--- config.mk ---
export PLATFORM = sky130hd
export DESIGN_NAME = instr_sequencer_flat
export DESIGN_NICKNAME = d
export VERILOG_FILES = /design/src/rtl/instr_sequencer_if.sv /design/src/rtl/instr_sequencer.sv /design/src/flat_wrapper.sv
export SDC_FILE = /design/constraint.sdc
export NUM_CORES = 1
export LEC_CHECK = 0
export BUFFER_PORTS_ARGS = -buffer_cell sky130_fd_sc_hd__buf_2
export CAP_MARGIN = 20
export CORE_ASPECT_RATIO = 0.6
export CORE_UTILIZATION = 45
export DETAILED_ROUTE_END_ITERATION = 16
export PLACE_DENSITY = 0.79
export SKIP_CTS_REPAIR_TIMING = 1
export SLEW_MARGIN = 20
export SYNTH_ARGS = -nofsm -noshare
export SYNTH_HDL_FRONTEND = slang
export SYNTH_SLANG_ARGS = --single-unit
--- constraint.sdc ---
create_clock -name Clock -period 2.6 [get_ports Clock]
set_clock_uncertainty 0.15 [all_clocks]
set_input_delay 0.52 -clock Clock [delete_from_list [all_inputs] [get_ports Clock]]
set_output_delay 0.52 -clock Clock [all_outputs]
set_load 0.05 [all_outputs]
--- src/rtl/instr_sequencer_if.sv ---
// Handshake and control bundle between the instruction source/datapath and the sequencer.
// The slave modport is the sequencer side; the master modport is the source/datapath side.
interface instr_sequencer_if;
  logic       Run;
  logic [8:0] DIN;
  logic [7:0] Rin;
  logic [7:0] Rout;
  logic       DINout;
  logic       IRin;
  logic       Ain;
  logic       Gin;
  logic       Gout;
  logic       AddSub;
  logic       Done;
  logic       Busy;
  logic [7:0] InstrCount;

  modport slave (
    input  Run, DIN,
    output Rin, Rout, DINout, IRin, Ain, Gin, Gout, AddSub, Done, Busy, InstrCount
  );

  modport master (
    output Run, DIN,
    input  Rin, Rout, DINout, IRin, Ain, Gin, Gout, AddSub, Done, Busy, InstrCount
  );
endinterface

--- src/rtl/instr_sequencer.sv ---
// Four-state control sequencer for a simple 8-register processor (MV, MVI, ADD, SUB, no-op).
// Instruction format III XXX YYY; the control outputs are decoded combinationally from state and IR.
module instr_sequencer (
  input  logic               Clock,
  input  logic               Resetn,
  instr_sequencer_if.slave   seq_if
);
  localparam int unsigned IrW  = 9;
  localparam int unsigned RegN = 8;
  localparam int unsigned CntW = 8;

  typedef enum logic [1:0] {
    T0 = 2'd0,
    T1 = 2'd1,
    T2 = 2'd2,
    T3 = 2'd3
  } state_e;

  state_e          state_q, state_d;
  logic [IrW-1:0]  ir_q, ir_d;
  logic [CntW-1:0] cnt_q, cnt_d;
  logic [2:0]      op;
  logic [RegN-1:0] x_oh, y_oh;

  assign op   = ir_q[8:6];
  assign x_oh = RegN'(1) << ir_q[5:3];
  assign y_oh = RegN'(1) << ir_q[2:0];

  // State, instruction register and completed-instruction counter
  always_ff @(posedge Clock or negedge Resetn) begin
    if (!Resetn) begin
      state_q <= T0;
      ir_q    <= '0;
      cnt_q   <= '0;
    end else begin
      state_q <= state_d;
      ir_q    <= ir_d;
      cnt_q   <= cnt_d;
    end
  end

  // Next-state and control decode
  always_comb begin
    state_d       = T0;
    ir_d          = ir_q;
    seq_if.Rin    = '0;
    seq_if.Rout   = '0;
    seq_if.DINout = 1'b0;
    seq_if.IRin   = 1'b0;
    seq_if.Ain    = 1'b0;
    seq_if.Gin    = 1'b0;
    seq_if.Gout   = 1'b0;
    seq_if.AddSub = 1'b0;
    seq_if.Done   = 1'b0;

    case (state_q)
      T0: begin
        seq_if.IRin = seq_if.Run;
        if (seq_if.Run) begin
          ir_d    = seq_if.DIN;
          state_d = T1;
        end
      end
      T1: begin
        case (op)
          3'b000: begin
            seq_if.Rout = y_oh;
            seq_if.Rin  = x_oh;
            seq_if.Done = 1'b1;
          end
          3'b001: begin
            seq_if.DINout = 1'b1;
            seq_if.Rin    = x_oh;
            seq_if.Done   = 1'b1;
          end
          3'b010, 3'b011: begin
            seq_if.Rout = x_oh;
            seq_if.Ain  = 1'b1;
            state_d     = T2;
          end
          default: seq_if.Done = 1'b1;
        endcase
      end
      T2: begin
        seq_if.Rout   = y_oh;
        seq_if.Gin    = 1'b1;
        seq_if.AddSub = (op == 3'b011);
        state_d       = T3;
      end
      T3: begin
        seq_if.Gout = 1'b1;
        seq_if.Rin  = x_oh;
        seq_if.Done = 1'b1;
      end
      default: state_d = T0;
    endcase
  end

  // Counter wraps naturally at 8 bits
  assign cnt_d             = cnt_q + CntW'(seq_if.Done);
  assign seq_if.Busy       = (state_q != T0);
  assign seq_if.InstrCount = cnt_q;

endmodule
--- src/flat_wrapper.sv ---
// flat-port wrapper written by rule: the top's interface ports become plain ports
module instr_sequencer_flat 
  (Clock, Resetn, seq_if_Run, seq_if_DIN, seq_if_Rin, seq_if_Rout, seq_if_DINout, seq_if_IRin, seq_if_Ain, seq_if_Gin, seq_if_Gout, seq_if_AddSub, seq_if_Done, seq_if_Busy, seq_if_InstrCount);
  instr_sequencer_if seq_if_i ();
  input  logic Clock;
  input  logic Resetn;
  input wire logic [$bits(seq_if_i.Run)-1:0] seq_if_Run;
  input wire logic [$bits(seq_if_i.DIN)-1:0] seq_if_DIN;
  output wire logic [$bits(seq_if_i.Rin)-1:0] seq_if_Rin;
  output wire logic [$bits(seq_if_i.Rout)-1:0] seq_if_Rout;
  output wire logic [$bits(seq_if_i.DINout)-1:0] seq_if_DINout;
  output wire logic [$bits(seq_if_i.IRin)-1:0] seq_if_IRin;
  output wire logic [$bits(seq_if_i.Ain)-1:0] seq_if_Ain;
  output wire logic [$bits(seq_if_i.Gin)-1:0] seq_if_Gin;
  output wire logic [$bits(seq_if_i.Gout)-1:0] seq_if_Gout;
  output wire logic [$bits(seq_if_i.AddSub)-1:0] seq_if_AddSub;
  output wire logic [$bits(seq_if_i.Done)-1:0] seq_if_Done;
  output wire logic [$bits(seq_if_i.Busy)-1:0] seq_if_Busy;
  output wire logic [$bits(seq_if_i.InstrCount)-1:0] seq_if_InstrCount;
  assign seq_if_i.Run = seq_if_Run;
  assign seq_if_i.DIN = seq_if_DIN;
  assign seq_if_Rin = seq_if_i.Rin;
  assign seq_if_Rout = seq_if_i.Rout;
  assign seq_if_DINout = seq_if_i.DINout;
  assign seq_if_IRin = seq_if_i.IRin;
  assign seq_if_Ain = seq_if_i.Ain;
  assign seq_if_Gin = seq_if_i.Gin;
  assign seq_if_Gout = seq_if_i.Gout;
  assign seq_if_AddSub = seq_if_i.AddSub;
  assign seq_if_Done = seq_if_i.Done;
  assign seq_if_Busy = seq_if_i.Busy;
  assign seq_if_InstrCount = seq_if_i.InstrCount;
  instr_sequencer u_core (.Clock(Clock), .Resetn(Resetn), .seq_if(seq_if_i));
endmodule
# Word-level counts from Yosys, hierarchy flattened
# Index checks and enable logic that the tools add are counted.
# classes
reduce_logical	6
n_shift	2
n_mux	17
add_sub_neg	1
n_eq_ne	6
# op_table
cell	n
one-hot mux 8 bit (2 select lines)	3
left shift 1 x 3 -> 8 bit (first input constant)	2
two-way mux 1 bit	10
adder 8 x 1 -> 8 bit	1
two-way mux 8 bit	1
equality test 3 x 2 -> 1 bit (second input constant)	2
one-hot mux 2 bit (3 select lines)	1
equality test 2 bit (second input constant)	2
OR reduction 2 bit	2
equality test 3 x 1 -> 1 bit (second input constant)	1
zero test 3 bit	1
equality test 2 x 1 -> 1 bit (second input constant)	1
zero test 2 bit	1
two-way mux 2 bit	1
one-hot mux 1 bit (2 select lines)	1
AND reduction 2 bit	1
nonzero test 2 bit	1
# word_totals
output_inout_bits	32
ff_bits	19

# Depth between registers and ports, before layout
# Gate-level depths: netlist of run 1.
# logic_depth
word_depth	5
ltp_mapped	9
depth_no_buf	9

# Least setup slack after synthesis of run 1
# No wires, ideal clock.
# synth_timing
path_kind	reg2out
from	register u_core.state_q[1]
to	output seq_if_Rout[0]
arrival_time_ps	2433
path_stages_with_launch	5
n_path_buf	0
slack_ps	-503
path_cell_list	dfrtp_1 > inv_1 > ha_1 > or3b_1 > o32ai_1
# synth_between
elab_chain_cells	2
elab_cells_between_ends	3
cone_classes	2 x eq/ne; 1 x mux
# synth_lines
element	line_no	text
start, declared	instr_sequencer.sv:19	state_e state_q, state_d;
start signal, assigned	instr_sequencer.sv:36	state_q <= state_d;
equality test 2 bit or equality test 2 x 1 -> 1 bit (tied branches)	instr_sequencer.sv:56	case (state_q)
one-hot mux 8 bit (2 select lines) *	instr_sequencer.sv:56	
end, declared	flat_wrapper.sv:10	output wire logic [$bits(seq_if_i.Rout)-1:0] seq_if_Rout;
# Mark *: on every way between the ends. The rest lies on a longest branch, timed or not.

# Worst setup path in the final report of run 1
# layout_timing
from	register u_core.state_q[1]
to	output seq_if_Rout[3]
# The elaborated chain is that of the path after synthesis.

==> results.yml, run 1 <==
status:
  status: "finished with violations"
  violations: "setup timing"
sta:
  finalHoldViolations: 0
  timing.final.ws_setup_ns: -0.0409
  finalSetupViolCount: 2
  rsz0062_at_grt: "true"
  drv_slew: 0
  max_freq_mhz: 379
  maxSlewHeadroom_pct: 70.4
  fin_tns_setup_ns: -0.0487
  period_needed_ns: 2.64
  tightest_slew_ns: 0.444
  finalCritPeriodShare_pct: 102
setup_path:
  start_kind: "register"
  end_kind: "output pin"
  path_max_fanout: 6
  cp_slowest_cell: "dfrtp_2"
  worstPathCellList: "inv_4 > ha_4 > nand4b_1 > o22ai_1 > clkbuf_4"
  cp_data_required_time_ns: 1.93
  arrival_ns: 1.97
  slowest_delay_ns: 0.44
  cp_top_family: "flip-flops"
  criticalPathCategory: "reg -> out"
  crit_buf_inv: 2
yosys:
  synth_enable_flop_cells: 0
  async_reset_ff_share_pct: 100
  synthesis.nets: 121
  synth_area_um2: 1080
  syn_inst: 101
  avgSynthCellArea_um2: 10.7
  ys.flop_type: "dfrtp_1"
  ys_types: 31
  synth_warnings: 0
  ys_seq_area_share_pct: 44.0
  ys_seq_elements: 19
final_layout:
  instances_no_fill: 182
  fin_nets: 173
  finalInstanceArea_um2: 1560
  area_delta_synth_final_pct: 44.7
  antennaDiodeCount: 0
  drive_gt1_share_pct: 51.3
grt:
  grt_max_degree: 20
  overflow: 0
  track_usage_pct: 20.7
  antenna_found_initial: 0
  grt_pass1_wl_um: 3820
  first_global_vias: 759
clocking:
  clk_pin_slew_ns: 0.08
  cts_made_buffers: 3
  htree_num_levels: 1
  cts_tree: "built"
  clk-insertion-delay-late_ns: 0.26
  root_buffer: "clkbuf_8"
  clk_path_buf_depth: 2
  cts.sinks: 19
pwr:
  max-vdd-ir-drop_mv: 0.597
  p_leak_nw: 0.753
  powerDensity_nw_per_um2: 1170
  total_power_w: 0.00183
floorplanning:
  rows: 13
  die_area_um2: 2610
  core_area_um2: 2210
  die_y_um: 40.0
  die_w_um: 65.3
  ios: 44
  start_util_pct: 48.9
route:
  drc: 0
  routed_via_density: 5.40
  top_layer: "met4"
  post_drt_wl_per_cell_um: 16.4
  first_iter_violations: 58
  wl_met2_um: 1390
  dr.pass1.iters: 4
  wl_met1_um: 1430
  wl_met3_um: 134
  ant_nets: 0
  wl_um: 2980
  dr_total_vias: 983
placed_design:
  routabilityCongestion: 0.820
  io_buffers: 43
  hpwl_um: 2040
  placed_cells: 174
  dp_slack_ns: 0.0824
  placed_cell_area_um2: 1410
flow_run:
  max_cap_violations: 0
worst_hold_path:
  worst_hold_path_type: "in -> async"
[power by group]
part	total, W	internal (W)	switching, W	leakage [nW]
logic	0.00102	0.000366	0.000657	0.498
registers	0.000595	0.000412	0.000182	0.233
clock network	0.000215	0.000108	0.000107	0.0217
[layer usage]
layer,track usage (%),vias to the layer above
met5,0,-
met4,4.89,0
met3,5.40,2
met2,29.4,30
met1,31.3,485
li1,-,466
[flip-flops by register name (all words and copies together), names as in the netlist]
signal                    flops
u_core.seq_if.InstrCount      8
u_core.ir_q                   9
u_core.state_q                2
[Yosys cell counts, types with 2 or more instances]
library cell | count | area share (%)
nand2_1 | 7 | 2.4
xnor2_1 | 2 | 1.6
nand3b_1 | 2 | 1.4
nand2b_1 | 2 | 1.2
ha_1 | 8 | 9.3
dfrtp_1 | 19 | 44
xor2_1 | 4 | 3.2
mux2_2 | 9 | 9.4
nand3_1 | 4 | 1.9
o21ai_0 | 3 | 1.4
nor2_1 | 8 | 2.8
and3_1 | 2 | 1.2
inv_1 | 5 | 1.7
o22ai_1 | 4 | 2.3
nor3_1 | 3 | 1.4
o32ai_1 | 4 | 3.2
[area by class of cell]
class	count	area, um2
sequential	19	478
tap	30	37.5
fill	174	648
clock inverter	1	7.51
multi-input combinational	76	691
inverter	5	21.3
clock buffer	3	41.3
timing repair buffer	48	288
[path summary, 6_finish.rpt]
kind                                                            start                                     to  slack, ns  cells past startpoint
worst max-delay path                      u_core.state_q[1]$_DFF_PN0_                         seq_if_Rout[3]      -0.04                      5
worst min-delay path                                           Resetn             u_core.ir_q[0]$_DFFE_PN0P_       0.04                      1
worst max register to register            u_core.state_q[1]$_DFF_PN0_  u_core.seq_if.InstrCount[6]$_DFF_PN0_       0.32                     10
worst min register to register  u_core.seq_if.InstrCount[7]$_DFF_PN0_  u_core.seq_if.InstrCount[7]$_DFF_PN0_       0.33                      1
max in group asynchronous                                      Resetn            u_core.state_q[0]$_DFF_PN0_       1.93                      1
min in group Clock              u_core.seq_if.InstrCount[7]$_DFF_PN0_  u_core.seq_if.InstrCount[7]$_DFF_PN0_       0.33                      1
[placed cells by master (no fill, tap or decap), types with 2 or more instances in the layout]
| cell | n |
|---|---|
| nand3_1 | 4 |
| ha_1 | 6 |
| xor2_1 | 4 |
| buf_6 | 4 |
| clkbuf_4 | 4 |
| o21ai_0 | 2 |
| mux2_2 | 9 |
| nand2_1 | 7 |
| and3_1 | 2 |
| nand2b_1 | 2 |
| nor2_1 | 8 |
| xnor2_1 | 2 |
| inv_1 | 4 |
| o32ai_4 | 4 |
| o21ai_1 | 2 |
| o22ai_1 | 4 |
| nand3b_1 | 2 |
| nor3_1 | 2 |
| buf_4 | 5 |
| ha_4 | 2 |
| dfrtp_1 | 17 |
| dfrtp_2 | 2 |
| buf_2 | 35 |
| clkbuf_8 | 3 |
[metrics by stage]
stage | hold slack [ns] | utilization, %
after detailed placement | 0.312 | 63.6
after CTS | 0.0476 | 65.8
final | 0.0377 | 70.7
after floorplan | 0.0744 | -
after global placement | 0.302 | 63.6
after global routing | 0.0645 | 70.7
[cell families after synthesis]
logic type,count (synthesis),synth area share [%]
buffers and inverters,6,2.20
AO/OA/AOI/OAI,16,10.1
AND/OR/NAND/NOR,37,20.3
flip-flops,19,44.0
XOR/XNOR,6,4.86
multiplexers,9,9.38
adder cells (fa/ha/maj),8,9.26
(Power assumes the default switching activity.)
==> run 2: changes to the inputs <==
- ABC_AREA: not set -> 1
- CORE_UTILIZATION: 45 -> 48
- PLACE_DENSITY: 0.79 -> 0.82
==> run 2 against run 1 <==
  * The run now ends clean
  * Sequential share of layout area shrank 0.18 points
  * Core utilization shrank 0.29 points
  * Non-clock buffer count shrank 4
  * Global-route usage grew 3.0 points
  * Final cell count grew 28%
  * Critical path depth grew 2
  * Via count grew 27%
  * Synthesized area grew 7.9%
  * Synthesized cell count grew 54%
  * Die area grew 1.1%
  * Largest cell class unchanged
  * Largest power group unchanged
==> results.yml, run 2 <==
yosys:
  yosysTopAreaCellShare_pct: 40.8
  ys_seq_area_share_pct: 40.8
  async_reset_ff_share_pct: 100
  avgSynthCellArea_um2: 7.48
  synth_enable_flop_cells: 0
  ys_seq_elements: 19
  ys_types: 21
  yosysMostFrequentCell: "nand2_1"
  synth_area_um2: 1170
  synth_common_cells: "nand2_1, inv_1, dfrtp_1"
  yosys.area.top_type: "dfrtp_1"
  syn_inst: 156
  synth_warnings: 0
  synthTopCellsByArea: "dfrtp_1, nand2_1, ha_1, inv_1, nor3_1"
  synthesis.nets: 176
  ys.flop_type: "dfrtp_1"
setup_path:
  worstPathCellList: "inv_1 > ha_4 > nand3_1 > inv_2 > nand2_1 > a21oi_2 > clkbuf_4"
  criticalPathCategory: "reg -> out"
  cp_top_family: "buffers and inverters"
  ff2ff_setup_slack_ns: 0.41
  slowest_delay_ns: 0.46
  path_max_fanout: 8
  cp_slowest_cell: "dfrtp_2"
  end_kind: "output pin"
  cp_data_required_time_ns: 1.93
  crit_buf_inv: 3
  reg2reg_depth: 9
  cp.depth: 7
  arrival_ns: 1.91
  start_kind: "register"
grt:
  grt_max_degree: 20
  overflow: 0
  antenna_found_initial: 0
  grt_pass1_wl_um: 4460
  first_global_vias: 938
  track_usage_pct: 23.8
floorplanning:
  start_util_pct: 52.3
  die_area_um2: 2640
  ios: 44
  rows: 13
  die_y_um: 40.2
  core_area_um2: 2230
  die_w_um: 65.6
route:
  dr_total_vias: 1252
  ant_nets: 0
  drc: 0
  dr.pass1.iters: 4
  wl_um: 3330
  routed_via_density: 5.37
  post_drt_wl_per_cell_um: 14.3
  first_iter_violations: 99
pwr:
  powerDensity_nw_per_um2: 1130
  p_leak_nw: 0.794
  max-vdd-ir-drop_mv: 0.700
sta:
  max_freq_mhz: 387
  timing.final.ws_setup_ns: 0.0155
  drv_slew: 0
  period_needed_ns: 2.58
  maxSlewHeadroom_pct: 72.0
  tightest_slew_ns: 0.420
  finalHoldViolations: 0
  finalCritPeriodShare_pct: 99.4
  finalSetupViolCount: 0
placed_design:
  routabilityCongestion: 0.870
  dp_slack_ns: 0.224
  hpwl_um: 2340
  placed_cell_area_um2: 1480
  io_buffers: 43
final_layout:
  finalInstanceArea_um2: 1570
  layout_commonest_cell: "nand2_1"
  area_delta_synth_final_pct: 34.5
  fillers: 170
  top_register: "u_core.ir_q"
  antennaDiodeCount: 0
  drive_gt1_share_pct: 36.0
  fin_nets: 224
  seq_area_um2: 477
  multiInputGateArea_um2: 668
  final_cell_mix: "nand2_1, buf_2, inv_1"
  largest_reg_flops: 9
worst_hold_path:
  worst_hold_path_type: "in -> async"
clocking:
  cts.sinks: 19
  clk_pin_slew_ns: 0.07
  clk-insertion-delay-late_ns: 0.26
  cts_made_buffers: 3
  cts_tree: "built"
  htree_num_levels: 1
  root_buffer: "clkbuf_8"
  clk_path_buf_depth: 2
flow_run:
  max_cap_violations: 0
status:
  status: "complete, no violations"
==> run 2: cell types whose count changed after synthesis, moves of 4 or more <==
cell	change
a21oi_1	+9
inv_1	+17
mux2_2	-9
nand2_1	+30
nor2_1	+6
nor3_1	+12
o21ai_0	+6
o22ai_1	-4
o32ai_1	-4
==> run 2: final cells by class <==
type	count	share of cell area [%]
Clock buffer	3	2.63
Tap cell	30	2.39
Clock inverter	1	0.319
Sequential cell	19	30.4
Multi-Input combinational cell	111	42.6
Inverter	25	5.98
Timing Repair Buffer	44	15.7
==> run 2: metal layers <==
layer | up-vias | track usage [%] | share of wire [%]
met4 | 0 | 3.26 | 2.4
met2 | 65 | 35.2 | 47
li1 | 588 | - | -
met1 | 587 | 35.2 | 43
met5 | - | 0 | 0
met3 | 12 | 6.25 | 7.9
==> run 2: cell families after synthesis <==
group / Yosys count / share of synthesized area [%]
AOI/OAI and AO/OA: 21 / 9.33
xor gates and xnor gates: 5 / 3.76
adders and majority gates: 8 / 8.58
buffers and inverters: 26 / 8.48
DFF: 19 / 40.8
and+or+nand+nor: 77 / 29.1
==> run 2: power by group <==
| group | internal [W] | leakage [nW] | switching, W | total, W |
|---|---|---|---|---|
| combinational | 0.000251 | 0.529 | 0.000764 | 0.00102 |
| sequential | 0.000408 | 0.240 | 0.000140 | 0.000548 |
| clock | 0.000107 | 0.0255 | 0.000100 | 0.000207 |
==> run 2: worst paths after layout <==
| check | startpoint | end |
|---|---|---|
| max | u_core.state_q[1]$_DFF_PN0_ | seq_if_Rout[2] |
| min | Resetn | u_core.ir_q[1]$_DFFE_PN0P_ |
| max reg2reg | u_core.state_q[1]$_DFF_PN0_ | u_core.seq_if.InstrCount[6]$_DFF_PN0_ |
| min reg2reg | u_core.seq_if.InstrCount[6]$_DFF_PN0_ | u_core.seq_if.InstrCount[6]$_DFF_PN0_ |
| max in group asynchronous | Resetn | u_core.state_q[1]$_DFF_PN0_ |
| min in group Clock | seq_if_DIN[2] | u_core.ir_q[2]$_DFFE_PN0P_ |
==> run 2: through the flow <==
stage | utilization (%) | cells | setup TNS [ns] | power, W | hold WS [ns]
after floorplan | - | 156 | -0.378 | 0.00127 | 0.0744
after global placement | 66.2 | 229 | 0 | 0.00146 | 0.315
after detailed placement | 66.2 | 229 | 0 | 0.00150 | 0.329
after CTS | 68.3 | 233 | -0.737 | 0.00171 | 0.0551
after global routing | 70.4 | 233 | -0.224 | 0.00188 | 0.0630
final | 70.4 | 233 | 0 | 0.00177 | 0.0351
==> run 2: worst reg2reg max path: cells and delay by family (launching register included) <==
family,cells,cell delay [ns]
simple gates,3,0.39
buf+inv,1,0.16
compound gates,1,0.17
xor+xnor,1,0.15
flops,1,0.46
fa+ha+maj,3,0.62
